`src/rtl/instr_fetch_unit.sv`:
```
// instr_fetch_unit
//   Fetch/issue stage for the 9-bit processor. Owns the program counter,
//   prefetches words from a synchronous ROM into a 2-entry buffer and issues
//   them on the processor DIN bus with Run. The processor's Done pulse paces
//   issue.
//
// Ports
//   Clock     in   system clock, rising edge
//   Resetn    in   synchronous active-low reset
//   Enable    in   1 = fetch and issue; 0 = finish current instruction, idle
//   MemAddr   out  ROM read address (registered)
//   MemData   in   ROM data, valid one cycle after MemAddr
//   InstrOut  out  processor DIN (instruction word or mvi immediate)
//   Run       out  InstrOut holds a new instruction this cycle
//   Done      in   processor last-step pulse
//   PC        out  address of the most recently issued instruction
//   Busy      out  instruction issued, Done not yet seen
//   Halted    out  (HALT_DETECT_EN only) opcode 3'b111 reached, stopped
//
// Build option: define HALT_DETECT_EN to stop on opcode 3'b111 instead of
// issuing it.

module instr_fetch_unit #(
  parameter int ADDR_W = 5,
  parameter int WORD_W = 9
) (
  input  logic              Clock,
  input  logic              Resetn,
  input  logic              Enable,
  output logic [ADDR_W-1:0] MemAddr,
  input  logic [WORD_W-1:0] MemData,
  output logic [WORD_W-1:0] InstrOut,
  output logic              Run,
  input  logic              Done,
  output logic [ADDR_W-1:0] PC,
  output logic              Busy
`ifdef HALT_DETECT_EN
  ,output logic             Halted
`endif
);

  typedef enum logic [2:0] {S_IDLE, S_ISSUE, S_IMM, S_WAIT, S_HALT} state_e;

  localparam logic [2:0] OP_MVI = 3'b001;
`ifdef HALT_DETECT_EN
  localparam logic [2:0] OP_HALT = 3'b111;
`endif

  state_e            state_q, state_d;
  logic [ADDR_W-1:0] mem_addr_q;
  logic [ADDR_W-1:0] pc_q, pc_d;
  logic              busy_q, busy_d;
  logic              inflight_q;
  logic [1:0]        count_q, count_d;
  // Buffer entry 0 is the head; each entry keeps its ROM address for PC.
  logic [WORD_W-1:0] bw_q [2];
  logic [WORD_W-1:0] bw_d [2];
  logic [ADDR_W-1:0] ba_q [2];
  logic [ADDR_W-1:0] ba_d [2];

  logic [2:0] head_op;
  logic       head_mvi, head_rdy, pop, rd_en, push_idx;
  logic [1:0] fill, cnt_pop;

  assign head_op  = bw_q[0][WORD_W-1 -: 3];
  assign head_mvi = (head_op == OP_MVI);
  // mvi may only issue once its immediate is already buffered behind it.
  assign head_rdy = ((count_q != 2'd0) && !head_mvi) || (count_q == 2'd2);

  // Issue FSM
  always_comb begin
    state_d  = state_q;
    busy_d   = busy_q;
    pc_d     = pc_q;
    Run      = 1'b0;
    InstrOut = '0;
    pop      = 1'b0;
    case (state_q)
      S_IDLE: if (Enable) state_d = S_ISSUE;
      S_ISSUE: begin
        if (!Enable) begin
          state_d = S_IDLE;
        end else if (head_rdy) begin
`ifdef HALT_DETECT_EN
          if (head_op == OP_HALT) state_d = S_HALT;
          else
`endif
          begin
            Run      = 1'b1;
            InstrOut = bw_q[0];
            pop      = 1'b1;
            pc_d     = ba_q[0];
            busy_d   = 1'b1;
            state_d  = head_mvi ? S_IMM : S_WAIT;
          end
        end
      end
      S_IMM: begin
        InstrOut = bw_q[0];
        pop      = 1'b1;
        if (Done) begin
          busy_d  = 1'b0;
          state_d = S_ISSUE;
        end else begin
          state_d = S_WAIT;
        end
      end
      S_WAIT: begin
        if (Done) begin
          busy_d  = 1'b0;
          state_d = Enable ? S_ISSUE : S_IDLE;
        end
      end
`ifdef HALT_DETECT_EN
      S_HALT: state_d = S_HALT;
`endif
      default: state_d = S_IDLE;
    endcase
  end

  // Prefetch: in-flight read counts against capacity so the buffer never
  // overflows when the data lands.
  always_comb begin
    fill  = count_q + {1'b0, inflight_q};
    rd_en = Enable && (fill < 2'd2);
`ifdef HALT_DETECT_EN
    if (state_q == S_HALT) rd_en = 1'b0;
`endif
  end

  // Buffer update: pop shifts first, then the arriving word lands behind
  // whatever remains, preserving order when both happen together.
  always_comb begin
    bw_d     = bw_q;
    ba_d     = ba_q;
    cnt_pop  = count_q - {1'b0, pop};
    push_idx = (cnt_pop != 2'd0);
    if (pop) begin
      bw_d[0] = bw_q[1];
      ba_d[0] = ba_q[1];
    end
    if (inflight_q) begin
      // MemAddr advanced when the read issued, so the read address is one back.
      bw_d[push_idx] = MemData;
      ba_d[push_idx] = mem_addr_q - ADDR_W'(1);
    end
    count_d = cnt_pop + {1'b0, inflight_q};
  end

  always_ff @(posedge Clock) begin
    if (!Resetn) begin
      state_q    <= S_IDLE;
      mem_addr_q <= '0;
      pc_q       <= '0;
      busy_q     <= 1'b0;
      inflight_q <= 1'b0;
      count_q    <= 2'd0;
      bw_q[0]    <= '0;
      bw_q[1]    <= '0;
      ba_q[0]    <= '0;
      ba_q[1]    <= '0;
    end else begin
      state_q    <= state_d;
      pc_q       <= pc_d;
      busy_q     <= busy_d;
      inflight_q <= rd_en;
      count_q    <= count_d;
      bw_q       <= bw_d;
      ba_q       <= ba_d;
      if (rd_en) mem_addr_q <= mem_addr_q + ADDR_W'(1);
    end
  end

  assign MemAddr = mem_addr_q;
  assign PC      = pc_q;
  assign Busy    = busy_q;
`ifdef HALT_DETECT_EN
  assign Halted  = (state_q == S_HALT);
`endif

endmodule

```
`config.mk`:
```
export PLATFORM = sky130hd
export DESIGN_NAME = instr_fetch_unit
export DESIGN_NICKNAME = d
export VERILOG_FILES = /design/src/rtl/instr_fetch_unit.sv
export SDC_FILE = /design/constraint.sdc
export NUM_CORES = 1
export LEC_CHECK = 0
export CAP_MARGIN = 20
export CORE_MARGIN = 8
export CORE_UTILIZATION = 55
export CTS_BUF_LIST = sky130_fd_sc_hd__clkbuf_8
export DETAILED_ROUTE_END_ITERATION = 8
export GPL_ROUTABILITY_DRIVEN = 0
export PLACE_DENSITY = 0.87
export SLEW_MARGIN = 0
export SYNTH_ARGS = -nofsm -noshare
export SYNTH_HDL_FRONTEND = slang
export SYNTH_SLANG_ARGS = --single-unit
```
`constraint.sdc`:
```
create_clock -name Clock -period 3 [get_ports Clock]
set_input_delay 0.6 -clock Clock [delete_from_list [all_inputs] [get_ports Clock]]
set_output_delay 0.6 -clock Clock [all_outputs]
set_load 0.03 [all_outputs]
```
### Word-level counts from Yosys, hierarchy flattened

Cells that the tools add are included.

* bitwise gates (word level): 1
* multiply operators: 0
* eq/ne operators: 11
* mux-type cells: 29
* reduce and logical (&&, ||, !) cells: 13
* divide/modulo/power cells: 0
* magnitude comparators: 3
* $add $sub $neg: 5
* shifts and indexed selects: 0

Operator list (number)
* two-way mux 9 bit: 4
* bitwise mux 18 bit: 1
* two-way mux 18 bit: 1
* one-hot mux 9 bit (2 select lines): 1
* two-way mux 3 bit: 4
* one-hot mux 3 bit (4 select lines): 1
* bitwise mux 10 bit: 1
* two-way mux 10 bit: 1
* two-way mux 5 bit: 2
* demux 9 bit (select 1 bit): 1
* two-way mux 1 bit: 8
* != test 2 bit, second input constant: 4
* == test 3 x 1 -> 1 bit, second input constant: 2
* == test 3 x 2 -> 1 bit, second input constant: 2
* AND reduction 3 bit: 2
* nonzero test 2 bit: 3
* adder 5 x 1 -> 5 bit, second input constant: 1
* demux 5 bit (select 1 bit): 1
* subtractor 5 x 1 -> 5 bit, second input constant: 1
* adder 2 x 1 -> 2 bit: 2
* one-hot mux 1 bit (2 select lines): 2
* AND reduction 4 bit: 1
* logical AND 1 bit: 3
* logical NOT 3 bit: 1
* 12 further kinds: 12

* bits in read-only memories: 0
* bits in registers: 45
* RAM bits: 0
* bits in latches: 0
* memories kept: 0
* output and inout bits: 21

### Logic depth before layout (Yosys ltp)

Gate-level depths: netlist (run 1).

* depth in word-level cells: 16
* depth in mapped cells: 12

### Worst setup path after synthesis (run 1)

OpenSTA, ideal clock, no wires.

* kind: input port to flip-flop
* start point: input port Enable
* end point: register ba_q[5] in the netlist's numbering
* data required time: 2.881 ns
* path slack: 0.584 ns
* stages on the path: 9
* library setup time: 0.119 ns
* arrival time: 2.297 ns
* cells stage by stage: nand2_1 > nor3_4 > o21a_1 > ha_1 > nand3b_2 > nand2_1 > o22a_2 > buf_6 > o221a_1

* cells in the longest elaborated chain, start to end: 11
* elaborated cells between the ends (all ways): 13

RTL lines
* start, declared: line 29 `input logic Enable,`
* two-way mux 1 bit *: line 81 `if (!Enable) begin`
* one-hot mux 1 bit (2 select lines) *: line 78 `case (state_q)`
* subtractor 2 x 1 -> 2 bit: line 136 `cnt_pop = count_q - {1'b0, pop};`
* nonzero test 2 bit: line 137 `push_idx = (cnt_pop != 2'd0);`
* inverter 1 -> 2 bit (implied by the code): line 145 `ba_d[push_idx] = mem_addr_q - ADDR_W'(1);`
* >= comparator 2 bit (implied by the code) or less-than comparator 2 x 1 -> 1 bit (tied branches): line 145
* logical AND 1 bit (implied by the code): line 145
* two-way mux 5 bit (implied by the code): line 145
* demux 5 bit (select 1 bit): line 145
* bitwise mux 10 bit: line 145
* two-way mux 10 bit *: line 142 `if (inflight_q) begin`
* end, declared: line 58 `logic [ADDR_W-1:0] ba_q [2];`

Mark *: on every way between the ends. The rest lies on a longest branch, timed or not.
A chain may end at the register's enable or synchronous reset.

### Worst setup path after layout (run 1)

* start point: input port Enable
* end point: output port InstrOut[4]

* cells in the longest elaborated chain, start to end: 2

RTL lines
* two-way mux 9 bit: line 81
* one-hot mux 9 bit (2 select lines): line 78
* end, declared: line 32 `output logic [WORD_W-1:0] InstrOut,`

No other way between the ends.

==> metrics.md, run 1 <==
| Metric | Value |
|---|---|
| First-pass GRT wire length | `8.107 mm` |
| Drt pass-1 iters | `5` |
| Initial core utilization | `55.85%` |
| Post-CTS setup repair buffer count | `0` |
| Pwr/cell area | `619.4 nW/um^2` |
| Critical path launch point type | `input pin` |
| Critical Path Most Common Cell | `buf_4` |
| Clock transition at path regs | `0.08 ns` |
| Max Cap Viol | `0` |
| Hold slack final | `0.4750 ns` |
| CTS max path bufs | `2` |
| Synth cell types | `40` |
| Tcrit/Tclk final | `86.56%` |
| Tot GR Track Use | `15.97%` |
| Switch share | `31.14%` |
| Fin nets | `282` |
| Crit path capture type | `output pin` |
| Arr. time, crit path | `2.00 ns` |
| Outcome | `finished, final reports clean` |
| Vias per cell | `5.516` |
| Die X | `79.04 microns` |
| Int Pwr | `0.001126 W` |
| Clock group share of total power | `27.3%` |
| Crit path kind | `in2out` |
| Final hold violation count | `0` |
| Async SR Flop Fraction | `0%` |
| Number of flops mapped to enable cells by yosys | `0` |
| Detailed placement HPWL | `3.301 mm` |
| Top-area cell type share of the netlist area | `40.30%` |
| H-Tree Depth | `2` |
| Fill count | `305` |
| Maximum achievable frequency | `385.1 MHz` |
| Initial antenna violation count | `0` |
| Vias in the first global route | `1733` |
| FP Rows | `23` |
| Synth Cell Area | `2186 sq um` |
| Clk Latency, worst-skew pair | `0.30 ns` |
| Slew headroom | `56.85%` |
| DR iter-0 viols | `102` |
| I/O Pins | `34` |
| Post-placement cell count | `304` |
| CP max FO | `9` |
| Remaining antenna violation count | `0` |
| Gate Count Post-Synth | `228` |
| Clock sinks | `44` |
| Most frequent cells after synthesis | `dfxtp_1 (44), nand2_1 (28), and2_1 (16)` |
| Post-CTS sizing | `0` |
| DR vias | `1721` |
| Sequential-to-total area share from yosys stat | `40.30%` |
| CTS tree | `done` |
| Synth Warn # | `0` |
| Leak | `1.025 nW` |
| CP required | `2.40 ns` |
| Clock Tree Root | `clkbuf_8` |
| Register share of total power | `44.6%` |
| Area contributors post-synth | `dfxtp_1 (40%), o221a_1 (5.2%), nand2_1 (4.8%)` |
| Core footprint | `3914 sq um` |
| Synth Flop Type | `dfxtp_1` |
| Crit path max-delay family | `buffers and inverters` |
| Worst path cell trace | `clkdlybuf4s50_1 > nand2_1 > nor3_4 > o21a_1 > buf_4 > and2_1 > buf_4` |
| Final setup violation count | `0` |
| WL final | `4.694 mm` |
| Port Buf Inserts | `33` |
| RSZ-0062 raised after global routing | `false` |
| Area grow syn2layout | `20.78%` |
| Max Slew Vio Count | `0` |
| Remaining DRCs | `0` |
| Delay of the slowest critical-path stage | `0.48 ns` |
| Setup TNS | `0 ns` |
| Die Height | `79.04 microns` |
| Fin crit period | `2.597 ns` |
| Buf/Inv on CP | `3` |
| # diodes | `0` |
| Yosys reg bits | `44` |
| Comb pwr share | `28.1%` |
| Finished Layout Cells | `312` |
| Slowest-stage cell, CP | `clkdlybuf4s50_1` |
| Gr ovfl total | `0` |
| Synth Net Count | `249` |
| Proportion of layout cells with a drive suffix above 1 | `12.98%` |
| Switching Power | `0.0005093 W` |
| Routed len/inst | `15.04 microns` |
| Area leader, netlist | `dfxtp_1` |
| Fin Clk Skew | `0.003307 ns` |
| VDD IR max | `0.3657 mV` |
| Cts hold-fix bufs | `0` |
| Class of the worst hold path | `reg2reg` |
| CTS buffer count | `5` |
| Syn_area_per_cell | `9.587 sq um` |
| Slew @ Worst Pin | `0.6453 ns` |
| Most common cell in the synthesized netlist | `dfxtp_1` |
| Largest net degree at the start of global routing | `21` |
| Die footprint | `6247 sq um` |
[through the flow]
stage               instance area, sq um  setup WS (ns)  utilization, %  power (W)
floorplan                           2186         0.5842               -   0.001076
global placement                    2532         0.3449           64.71   0.001183
detailed placement                  2532         0.2740           64.71   0.001195
CTS                                 2640         0.4001           67.46   0.001642
global route                        2640         0.3214           67.46   0.001735
finish                              2640         0.4031           67.46   0.001635
[cell families (layout without fill, tap and decap cells)]
group | after synthesis | count (layout) | share of synthesized area [%]
buf+inv | 24 | 58 | 5.266
mux | 9 | 9 | 4.122
simple gates | 82 | 82 | 21.64
xor+xnor | 8 | 8 | 3.206
flops | 44 | 44 | 40.30
fa+ha+maj | 8 | 8 | 4.579
compound gates | 53 | 53 | 20.89
[power groups by stage]
stage / clock network (W) / registers [W] / logic (W)
2_1_floorplan: 0 / 0.000736 / 0.000340
3_3_place_gp: 0 / 0.000740 / 0.000442
3_5_place_dp: 0 / 0.000741 / 0.000455
4_1_cts: 0.000453 / 0.000729 / 0.000461
5_1_grt: 0.000488 / 0.000741 / 0.000505
6_report: 0.000447 / 0.000729 / 0.000459
[final timing paths]
check                           cells past startpoint          end        from  slack, ns
worst max-delay path                                7  InstrOut[4]      Enable       0.40
worst min-delay path                                2         flop        flop       0.47
worst max register to register                     11         flop  state_q[1]       0.59
worst min register to register                      2         flop        flop       0.47
[tightest hold or removal path, cell delays in order (launching register included)]
cell and delay, ns:
dfxtp_1 0.32, nand2_1 0.05, a21boi_0 0.06
[metal layers]
layer | global-route usage [%] | up-vias | wire length (microns)
met2 | 26.05 | 22 | 2381
met3 | 4.853 | 6 | 126
li1 | - | 865 | -
met5 | 0 | - | 0
met4 | 5.556 | 0 | 61
met1 | 19.43 | 828 | 2125
[layout make-up]
class                      instances  area (sq um)  area share [%]
clock buffer                       5         68.82           2.607
clock inverter                     3         38.79           1.469
inverter                           9         33.78           1.280
multi-input combinational        160          1190           45.07
sequential                        44         880.8           33.36
tap                               50         62.56           2.370
timing repair buffer              41         365.4           13.84
[layout by cell type (no fill, tap or decap), types with 3 or more instances in the layout]
master,n
nor2b_1,9
o21a_1,13
nor3b_1,3
and2_1,16
nand3b_1,3
nand2b_1,3
clkdlybuf4s50_1,23
inv_1,10
a21boi_0,11
nand2_1,28
nor2_1,4
xnor2_1,7
nor3_1,4
ha_1,8
dfxtp_1,44
mux2i_1,9
and3_1,3
o221a_1,10
o21ai_0,4
clkbuf_8,5
buf_4,18
Note: power is estimated with default switching activity, not from simulation.
==> inputs of run 2 (changes only) <==
--- a/config.mk
+++ b/config.mk
@@ -6,7 +6,7 @@
 export NUM_CORES = 1
 export LEC_CHECK = 0
 export CAP_MARGIN = 20
-export CORE_MARGIN = 8
+export CORE_MARGIN = 5
 export CORE_UTILIZATION = 55
 export CTS_BUF_LIST = sky130_fd_sc_hd__clkbuf_8
 export DETAILED_ROUTE_END_ITERATION = 8
==> metrics.md, run 2 (synthesized netlist as in run 1, its figures left out) <==
| Metric | Value |
|---|---|
| Initial antenna violation count | `0` |
| Clock Tree Root | `clkbuf_8` |
| FP Rows | `23` |
| VDD IR max | `0.4451 mV` |
| Gr ovfl total | `0` |
| Class of the worst hold path | `reg2reg` |
| Fin Clk Skew | `0.006754 ns` |
| Slew @ Worst Pin | `0.5566 ns` |
| Most common cell after layout, fill and taps aside | `dfxtp_1` |
| Outcome | `finished, final reports clean` |
| Reg2reg setup slack | `0.57 ns` |
| Port Buf Inserts | `33` |
| Worst setup path endpoint | `InstrOut[4]` |
| CP required | `2.40 ns` |
| CTS tree | `done` |
| Drt pass-1 iters | `4` |
| First-pass GRT wire length | `7.935 mm` |
| WL final | `4.640 mm` |
| Arr. time, crit path | `2.01 ns` |
| Worst R2R Start | `state_q[1]` |
| Max Cap Viol | `0` |
| Comb pwr share | `28.5%` |
| Initial core utilization | `55.85%` |
| Remaining DRCs | `0` |
| Clock transition at path regs | `0.08 ns` |
| Final hold violation count | `0` |
| Proportion of layout cells with a drive suffix above 1 | `13.03%` |
| Cts hold-fix bufs | `0` |
| Largest net degree at the start of global routing | `20` |
| Int Pwr | `0.001065 W` |
| I/O Pins | `34` |
| Die X | `73.04 microns` |
| Post-CTS setup repair buffer count | `0` |
| # diodes | `0` |
| Detailed placement HPWL | `3.249 mm` |
| Pwr/cell area | `604.7 nW/um^2` |
| Leak | `1.005 nW` |
| DR iter-0 viols | `102` |
| Setup ws final | `0.3925 ns` |
| Die Height | `73.04 microns` |
| H-Tree Depth | `2` |
| Tot GR Track Use | `19.13%` |
| CTS buffer count | `5` |
| Clk Latency, worst-skew pair | `0.30 ns` |
| Reg2reg path depth | `10` |
| CTS max path bufs | `2` |
| Clock sinks | `44` |
| DR vias | `1749` |
| Max Slew Vio Count | `0` |
| Crit path kind | `in2out` |
| Area grow syn2layout | `19.98%` |
| Most frequent cells in the layout | `dfxtp_1 (44), nand2_1 (28), clkdlybuf4s50_1 (23), buf_4 (17), and2_1 (16)` |
| Remaining antenna violation count | `0` |
| Maximum achievable frequency | `383.5 MHz` |
| Switch share | `32.85%` |
| Switching Power | `0.0005209 W` |
| Clock group share of total power | `25.2%` |
| Routed len/inst | `14.92 microns` |
| R2r endpoint | `bw_q[9]` |
| Register share of total power | `46.3%` |
| Slew headroom | `62.78%` |
| Die footprint | `5335 sq um` |
| Tcrit/Tclk final | `86.92%` |
| Setup TNS | `0 ns` |
| RSZ-0062 raised after global routing | `false` |
| Worst slack at placement | `0.2253 ns` |
| Vias per cell | `5.624` |
| Critical path launch point type | `input pin` |
| Fin nets | `281` |
| Crit path capture type | `output pin` |
| Fin crit period | `2.608 ns` |
| CP max FO | `9` |
| Post-CTS sizing | `0` |
| Vias in the first global route | `1651` |
| Worst setup startpoint | `Enable` |
| Core footprint | `3914 sq um` |
| Final setup violation count | `0` |
==> run 2: cell types whose count changed in the layout (fill, tap and decap cells not counted), sizes merged <==
cell and delta:
clkinvlp +2, buf -1, clkinv -1, clkbuf +1, inv -1, bufinv -1
==> run 2: worst min-delay path by stage <==
stage,startpoint,end,slack [ns],cells past startpoint
after floorplan,flop,flop,0.44,2
after global placement,flop,flop,0.45,2
after detailed placement,flop,flop,0.46,2
after CTS,flop,flop,0.47,2
after global routing,flop,flop,0.49,2
final,flop,flop,0.47,2
==> run 2: metal layers <==
| layer | vias to the layer above | part of all wire, % | wire (microns) | track usage, % |
|---|---|---|---|---|
| met2 | 37 | 49 | 2257 | 29.89 |
| li1 | 866 | - | - | - |
| met5 | - | 0 | 0 | 0 |
| met3 | 6 | 3.8 | 174 | 5.234 |
| met4 | 0 | 1.4 | 63 | 6.762 |
| met1 | 840 | 46 | 2144 | 25.26 |
==> run 2: power groups by stage <==
| stage | combinational (W) | clock, W | sequential [W] |
|---|---|---|---|
| 4_1_cts | 0.000452 | 0.000406 | 0.000733 |
| 3_5_place_dp | 0.000446 | 0 | 0.000745 |
| 2_1_floorplan | 0.000340 | 0 | 0.000736 |
| 6_report | 0.000452 | 0.000399 | 0.000734 |
| 3_3_place_gp | 0.000436 | 0 | 0.000742 |
| 5_1_grt | 0.000502 | 0.000435 | 0.000745 |
==> run 2: final cells by class <==
| class | count | area, sq um |
|---|---|---|
| Inverter | 9 | 33.78 |
| Multi-Input combinational cell | 160 | 1190 |
| Fill cell | 340 | 1291 |
| Tap cell | 50 | 62.56 |
| Sequential cell | 44 | 880.8 |
| Clock buffer | 6 | 82.58 |
| Timing Repair Buffer | 40 | 357.8 |
| Clock inverter | 2 | 15.01 |
==> run 2: critical path, cell delays in order <==
cell and delay (ns):
clkdlybuf4s50_1 0.49, nand2_1 0.14, nor3_4 0.17, o21a_1 0.16, buf_4 0.15, and2_1 0.13, buf_4 0.15
==> run 2: metrics by stage <==
stage                     hold slack, ns  instance area, sq um  total power, W  std cells  utilization (%)
after floorplan                   0.4437                  2186        0.001076        228                -
after global placement            0.4504                  2525        0.001178        303            64.51
after detailed placement          0.4602                  2525        0.001191        303            64.51
after CTS                         0.4718                  2623        0.001591        311            67.01
after global routing              0.4901                  2623        0.001682        311            67.01
final                             0.4693                  2623        0.001586        311            67.01
